**src/rtl/pipe_pkg.sv**
```systemverilog
// Shared definitions for the generic pipeline-stage register: ID/EX bundle
// layout (widths and LSB offsets), bundle sizes, NOP control and the
// occupancy-state decode used by the stage control logic.
package pipe_pkg;

  // ID/EX data bundle fields, packed LSB-first: shamt at bit 0, pc on top.
  localparam int SHAMT_W   = 5;
  localparam int FUNC_W    = 6;
  localparam int RT_W      = 5;
  localparam int RD_W      = 5;
  localparam int IMM_W     = 32;
  localparam int RD2_W     = 32;
  localparam int RD1_W     = 32;
  localparam int PC_W      = 32;

  localparam int SHAMT_LSB = 0;
  localparam int FUNC_LSB  = SHAMT_LSB + SHAMT_W;
  localparam int RT_LSB    = FUNC_LSB + FUNC_W;
  localparam int RD_LSB    = RT_LSB + RT_W;
  localparam int IMM_LSB   = RD_LSB + RD_W;
  localparam int RD2_LSB   = IMM_LSB + IMM_W;
  localparam int RD1_LSB   = RD2_LSB + RD2_W;
  localparam int PC_LSB    = RD1_LSB + RD1_W;

  localparam int ID_EX_DATA_W = PC_LSB + PC_W;  // 149

  // ID/EX control bundle fields, packed LSB-first.
  localparam int MEMTOREG_W   = 2;
  localparam int MEMREAD_W    = 1;
  localparam int MEMWRITE_W   = 1;
  localparam int ALUOP_W      = 5;
  localparam int REGWRITE_W   = 1;
  localparam int REGDST_W     = 2;
  localparam int ALUSRC_W     = 1;

  localparam int MEMTOREG_LSB = 0;
  localparam int MEMREAD_LSB  = MEMTOREG_LSB + MEMTOREG_W;
  localparam int MEMWRITE_LSB = MEMREAD_LSB + MEMREAD_W;
  localparam int ALUOP_LSB    = MEMWRITE_LSB + MEMWRITE_W;
  localparam int REGWRITE_LSB = ALUOP_LSB + ALUOP_W;
  localparam int REGDST_LSB   = REGWRITE_LSB + REGWRITE_W;
  localparam int ALUSRC_LSB   = REGDST_LSB + REGDST_W;

  localparam int ID_EX_CTRL_W = ALUSRC_LSB + ALUSRC_W;  // 13

  // An empty slot presents this control word, which writes nothing downstream.
  localparam logic [ID_EX_CTRL_W-1:0] NOP_CTRL = '0;

  // Stage occupancy as seen by the control logic, keyed on (m_valid, s_valid).
  typedef enum logic [1:0] {
    ST_EMPTY = 2'd0,
    ST_ONE   = 2'd1,
    ST_FULL  = 2'd2
  } stage_state_e;

  function automatic stage_state_e decode_state(input logic m_valid, input logic s_valid);
    if (s_valid)      return ST_FULL;
    else if (m_valid) return ST_ONE;
    else              return ST_EMPTY;
  endfunction

endpackage

```
**src/rtl/pipe_slot.sv**
```systemverilog
// One holding slot: data and control registers plus a valid bit.
// clear_i drops valid and zeroes control but keeps data; clear wins over load.
module pipe_slot #(
  parameter int DATA_W = 8,
  parameter int CTRL_W = 4
) (
  input  logic              clk_i,
  input  logic              rst_i,
  input  logic              load_i,
  input  logic              clear_i,
  input  logic [DATA_W-1:0] data_i,
  input  logic [CTRL_W-1:0] ctrl_i,
  output logic              valid_o,
  output logic [DATA_W-1:0] data_o,
  output logic [CTRL_W-1:0] ctrl_o
);

  logic              valid_q, valid_d;
  logic [DATA_W-1:0] data_q, data_d;
  logic [CTRL_W-1:0] ctrl_q, ctrl_d;

  // Next-state: clear squashes valid/control, otherwise load captures a beat.
  always_comb begin
    valid_d = valid_q;
    data_d  = data_q;
    ctrl_d  = ctrl_q;
    if (clear_i) begin
      valid_d = 1'b0;
      ctrl_d  = '0;
    end else if (load_i) begin
      valid_d = 1'b1;
      data_d  = data_i;
      ctrl_d  = ctrl_i;
    end
  end

  // Slot registers, cleared asynchronously by reset.
  always_ff @(posedge clk_i or posedge rst_i) begin
    if (rst_i) begin
      valid_q <= 1'b0;
      data_q  <= '0;
      ctrl_q  <= '0;
    end else begin
      valid_q <= valid_d;
      data_q  <= data_d;
      ctrl_q  <= ctrl_d;
    end
  end

  assign valid_o = valid_q;
  assign data_o  = data_q;
  assign ctrl_o  = ctrl_q;

endmodule

```
**src/rtl/pipe_stage_reg.sv**
```systemverilog
// Generic inter-stage pipeline register with valid/ready handshake, optional
// two-entry skid buffer, synchronous flush and a saturating stall counter.
//
// Handshake: a beat moves upstream->stage when in_valid && in_ready and
// stage->downstream when out_valid && out_ready, both on the rising edge.
// in_valid/in_data/in_ctrl must stay stable until accepted; out_valid never
// drops without a fire-out, flush or reset. With SKID=1 in_ready depends only
// on held state and flush, never on out_ready.
module pipe_stage_reg
  import pipe_pkg::*;
#(
  parameter int DATA_W = ID_EX_DATA_W,
  parameter int CTRL_W = ID_EX_CTRL_W,
  parameter int SKID   = 1,
  parameter int CNT_W  = 16
) (
  input  logic              clk,
  input  logic              reset,
  input  logic              flush,
  input  logic              in_valid,
  output logic              in_ready,
  input  logic [DATA_W-1:0] in_data,
  input  logic [CTRL_W-1:0] in_ctrl,
  output logic              out_valid,
  input  logic              out_ready,
  output logic [DATA_W-1:0] out_data,
  output logic [CTRL_W-1:0] out_ctrl,
  output logic [1:0]        occupancy,
  output logic [CNT_W-1:0]  stall_cnt
);

  logic              m_valid, s_valid;
  logic [DATA_W-1:0] m_data, s_data, m_data_d;
  logic [CTRL_W-1:0] m_ctrl, s_ctrl, m_ctrl_d;
  logic              fire_in, fire_out;
  logic              m_load_in, m_load_s, m_clear, s_load, s_clear, m_load;
  stage_state_e      state;
  logic [CNT_W-1:0]  stall_cnt_q, stall_cnt_d;

  assign state    = decode_state(m_valid, s_valid);
  assign fire_in  = in_valid && in_ready;
  assign fire_out = m_valid && out_ready;

  // Slot control decoded from occupancy state; flush overrides everything.
  always_comb begin
    m_load_in = 1'b0;
    m_load_s  = 1'b0;
    m_clear   = 1'b0;
    s_load    = 1'b0;
    s_clear   = 1'b0;
    if (flush) begin
      m_clear = 1'b1;
      s_clear = 1'b1;
    end else begin
      case (state)
        ST_EMPTY: begin
          if (fire_in) m_load_in = 1'b1;
        end
        ST_ONE: begin
          if (fire_in && fire_out) m_load_in = 1'b1;
          else if (fire_in)        s_load    = 1'b1;
          else if (fire_out)       m_clear   = 1'b1;
        end
        ST_FULL: begin
          if (fire_out) begin
            m_load_s = 1'b1;
            s_clear  = 1'b1;
          end
        end
        default: ;
      endcase
    end
  end

  // Main slot refills from the skid slot when draining, else from upstream.
  assign m_load   = m_load_in || m_load_s;
  assign m_data_d = m_load_s ? s_data : in_data;
  assign m_ctrl_d = m_load_s ? s_ctrl : in_ctrl;

  pipe_slot #(
    .DATA_W (DATA_W),
    .CTRL_W (CTRL_W)
  ) u_m_slot (
    .clk_i   (clk),
    .rst_i   (reset),
    .load_i  (m_load),
    .clear_i (m_clear),
    .data_i  (m_data_d),
    .ctrl_i  (m_ctrl_d),
    .valid_o (m_valid),
    .data_o  (m_data),
    .ctrl_o  (m_ctrl)
  );

  if (SKID != 0) begin : g_skid
    pipe_slot #(
      .DATA_W (DATA_W),
      .CTRL_W (CTRL_W)
    ) u_s_slot (
      .clk_i   (clk),
      .rst_i   (reset),
      .load_i  (s_load),
      .clear_i (s_clear),
      .data_i  (in_data),
      .ctrl_i  (in_ctrl),
      .valid_o (s_valid),
      .data_o  (s_data),
      .ctrl_o  (s_ctrl)
    );
    // Registered ready: only a full skid slot (or flush) blocks upstream.
    assign in_ready = !s_valid && !flush;
  end else begin : g_noskid
    logic unused_skid_ctl;
    assign s_valid         = 1'b0;
    assign s_data          = '0;
    assign s_ctrl          = '0;
    assign unused_skid_ctl = s_load | s_clear;
    // Single register: accept when empty or when the held beat leaves now.
    assign in_ready = (!m_valid || out_ready) && !flush;
  end

  // Stall counter next-state: count blocked cycles, hold at all-ones.
  always_comb begin
    stall_cnt_d = stall_cnt_q;
    if (m_valid && !out_ready && (stall_cnt_q != {CNT_W{1'b1}}))
      stall_cnt_d = stall_cnt_q + CNT_W'(1);
  end

  // Stall counter register; flush leaves it alone, only reset clears it.
  always_ff @(posedge clk or posedge reset) begin
    if (reset) stall_cnt_q <= '0;
    else       stall_cnt_q <= stall_cnt_d;
  end

  assign out_valid = m_valid;
  assign out_data  = m_data;
  assign out_ctrl  = m_valid ? m_ctrl : {CTRL_W{1'b0}};
  assign occupancy = {1'b0, m_valid} + {1'b0, s_valid};
  assign stall_cnt = stall_cnt_q;

endmodule
```
**config.mk**
```make
export PLATFORM = sky130hd
export DESIGN_NAME = pipe_stage_reg
export DESIGN_NICKNAME = d
export VERILOG_FILES = /design/src/rtl/pipe_pkg.sv /design/src/rtl/pipe_slot.sv /design/src/rtl/pipe_stage_reg.sv
export SDC_FILE = /design/constraint.sdc
export NUM_CORES = 1
export LEC_CHECK = 0
export ABC_AREA = 1
export BUFFER_PORTS_ARGS = -buffer_cell sky130_fd_sc_hd__buf_2
export CAP_MARGIN = 10
export CORE_MARGIN = 2
export CORE_UTILIZATION = 49
export DETAILED_ROUTE_END_ITERATION = 8
export GPL_TIMING_DRIVEN = 1
export HOLD_SLACK_MARGIN = 0.02
export PLACE_DENSITY_LB_ADDON = 0.12
export SLEW_MARGIN = 20
export SYNTH_ARGS = -nofsm -noshare
export SYNTH_HDL_FRONTEND = slang
export SYNTH_SLANG_ARGS = --single-unit
```
**constraint.sdc**
```tcl
create_clock -name clk -period 12.9 [get_ports clk]
set_clock_uncertainty 0.1 [all_clocks]
set_input_delay 0.645 -clock clk [delete_from_list [all_inputs] [get_ports clk]]
set_output_delay 0.645 -clock clk [all_outputs]
set_load 0.05 [all_outputs]
```
==> impl_results.md <==
* Global-route wire length before repair at 73,400 µm
* CP Data Arrival Time at 5.07 ns
* CP Max Fanout at 163
* Area share of the largest cell type after synthesis at 53.4%
* Area contributors post-synth: dfrtp_1, nand2_1, nand3_1
* EDFF count, synth at 0
* Cts bufs inserted at 38
* Syn Area/Cell at 7.52 µm²
* Area of the die at 34,200 µm²
* Peak supply drop at 0.113 mV
* Synth Flop Type: dfrtp_1
* NumNets Final at between 2,000 and 3,000
* Max incr delay on CP at about 1.1 ns
* First-pass detailed-route iteration total at 5
* Most frequent cell after synthesis: nand2_1
* Die H at 185 µm
* Mapped Nets at 2,302
* NetSw at 1.55 mW
* Critical Path Start Type: flip-flop
* Initial drt markers at 1,188
* Fmax at approximately 210 MHz
* Combinational share of power at 30.6%
* ANT nets after route at 0
* Postcts setup bufs at 0
* DR DRC count at 0
* Number of max-cap violations at 0
* Cells after Synth at 2,130
* Total Routing Usage GR at between 20% and 30%
* TNS Setup at 0 ns
* Root Driver: clkbuf_16
* Setup Crit Path Kind: reg -> reg
* P_int at around 2.4 mW
* Relative slew slack at 12.2%
* GP Congestion at roughly 0.8
* CTS Hold Bufs at 0
* Critical path, cell by cell: ha_1, nor3_4, nand2_8, nand2_4, nand2_4, buf_4, nand2_1, nand2_1
* Synth area leader: dfrtp_1
* FFs w/ async S/R, synth at 100%
* Slew @ Worst Pin at 1.32 ns
* Leading cell types by count after synthesis: nand2_1, nand3_1, dfrtp_1
* CTS tree: yes
* Reg-to-reg setup timing slack at 8.13 ns
* Average wire per standard cell at roughly 16 µm
* Yosys warns at 0
* Resized cells post-CTS at 0
* Starting Density at 49.5%
* Crit end category: flip-flop
* Slew Limit Fails at 0
* Total grt overflow at 0
* Final setup fails at 0
* Synth Register Bits at 342
* Clock slew at reported path FFs at 0.06 ns
* Fin util at 59.1%
* Synthesized cell area at between 15,000 and 20,000 µm²
* DR vias at 14,700
* Layout area overhead at 19.4%
* Number of global-route vias before repair at 14,100
* Critical-path cell with the highest stage delay: nand2_4
* WL final at 45,600 µm
* Buf/Inv on CP at 1
* Worst skew pair latency at 0.52 ns
* Unrepaired setup endpoints after global routing: no
* Switching part of the total at 39.2%
* # IOs at 349
* Site Rows at 66
* Hold Fails Final Rpt at 0
* Largest net degree at the start of global routing at 164
* Layout cell share with drive strength beyond 1 at 18.2%
* Max Buffers Root-to-Sink at 3
* Clock Power Share at 28.2%
* Pwr dens at 206 nW/µm²
* Vias per std cell at 5.13
* Die width at 185 µm
* DPL Wire Length at 26,900 µm
* LEAKAGE at 11.1 nW
* Worst min path class: in -> async
* Worst EP required at 13.20 ns
* Post-synth cell types at 22
* Flop pwr share at 41.2%
* Clock sink total at 342
* Crit share post-route at 37.0%
* Cell family with most CP delay: simple AND/OR/NAND/NOR gates
* Period minus WS final at 4.77 ns
* Hold Slack at about 0.16 ns
* I/O Buffers at 348
* Post-synthesis sequential area ratio at 53.4%
* Initial antenna violation count at 15
* Finished Cell Area at 19,100 µm²
* Placed inst area at 17,800 µm²
* Core Region at 32,400 µm²
* Status: finished, final reports clean
* Total power at 3.95 mW
* H-tree depth at 2
-- worst register-to-register path, cell delays in order (launching register included) --
cell	delay [ns]
dfrtp_1	0.63
ha_1	0.37
nor3_4	0.29
nand2_8	0.46
nand2_4	1.14
nand2_4	0.71
buf_4	0.65
nand2_1	0.24
nand2_1	0.06
-- cell usage in the layout (no fill, tap or decap), types with 3 or more instances in the layout --
cell,netlist,routed
buf_2,60,348
buf_4,30,10
bufinv_16,0,3
clkbuf_1,51,7
clkbuf_16,0,41
clkbuf_8,0,7
clkinv_2,0,7
dfrtp_1,342,342
diode_2,0,8
ha_1,5,5
inv_1,28,27
inv_2,5,3
nand2_1,1211,1210
nand3_1,345,345
nand4_1,5,5
nor2_1,21,20
nor2_2,2,3
o21ai_0,5,5
xnor2_1,6,6
-- cells by family after synthesis --
logic type | count (synthesis) | share of synthesized area [%]
DFF | 342 | 53.4
adders and majority gates | 5 | 0.390
AOI/OAI and AO/OA | 10 | 0.375
and+or+nand+nor | 1589 | 40.1
buffers and inverters | 177 | 5.32
xor gates and xnor gates | 7 | 0.383
-- power groups by stage --
stage	combinational, mW	clock (mW)	sequential (mW)
final	1.21	1.11	1.63
after global routing	1.32	1.18	1.67
after CTS	1.21	1.14	1.62
after detailed placement	1.21	0	1.64
after global placement	1.19	0	1.63
after floorplan	0.406	0	2.11
-- final timing paths --
check                                              end           startpoint  cells after the start
hold / removal                     u_m_slot.data_o[50]                reset                      2
setup reg to reg                   u_m_slot.data_o[70]     u_m_slot.valid_o                      8
min in group clk             g_skid.u_s_slot.data_o[1]           in_data[1]                      3
setup / recovery                   u_m_slot.data_o[70]     u_m_slot.valid_o                      8
max in group asynchronous  g_skid.u_s_slot.data_o[132]                reset                      4
hold reg to reg                    u_m_slot.data_o[24]  u_m_slot.data_o[24]                      2
-- area by class of cell --
type | count | area (µm²)
fill | 3101 | 13200
sequential | 342 | 8560
multi-input combinational | 1611 | 6670
timing repair buffer | 361 | 1880
clock buffer | 55 | 1150
tap | 442 | 553
clock inverter | 13 | 149
inverter | 33 | 146
antenna | 8 | 20.0
-- metal layers --
metal / vias to the layer above / share of wire, % / global-route usage [%]
met3: 99 / 7.8 / 6.59
met1: 6896 / 44 / 36.1
met2: 481 / 45 / 41.7
li1: 7198 / - / -
met4: 14 / 3.3 / 9.75
met5: - / 0.19 / 0
-- flip-flops by register name (all words and copies together), names as in the netlist --
name and cells:
g_skid.u_s_slot.ctrl_o 13, g_skid.u_s_slot.data_o 149, g_skid.u_s_slot.valid_o 1, stall_cnt 16, u_m_slot.ctrl_o 13, u_m_slot.data_o 149
u_m_slot.valid_o 1
-- stage by stage --
step	instances	setup slack [ns]
floorplan	2130	2.67
global placement	2787	7.79
detailed placement	2787	7.70
CTS	2855	7.85
global route	2862	7.44
finish	2865	8.13
Power figures use the tool's default switching activity.
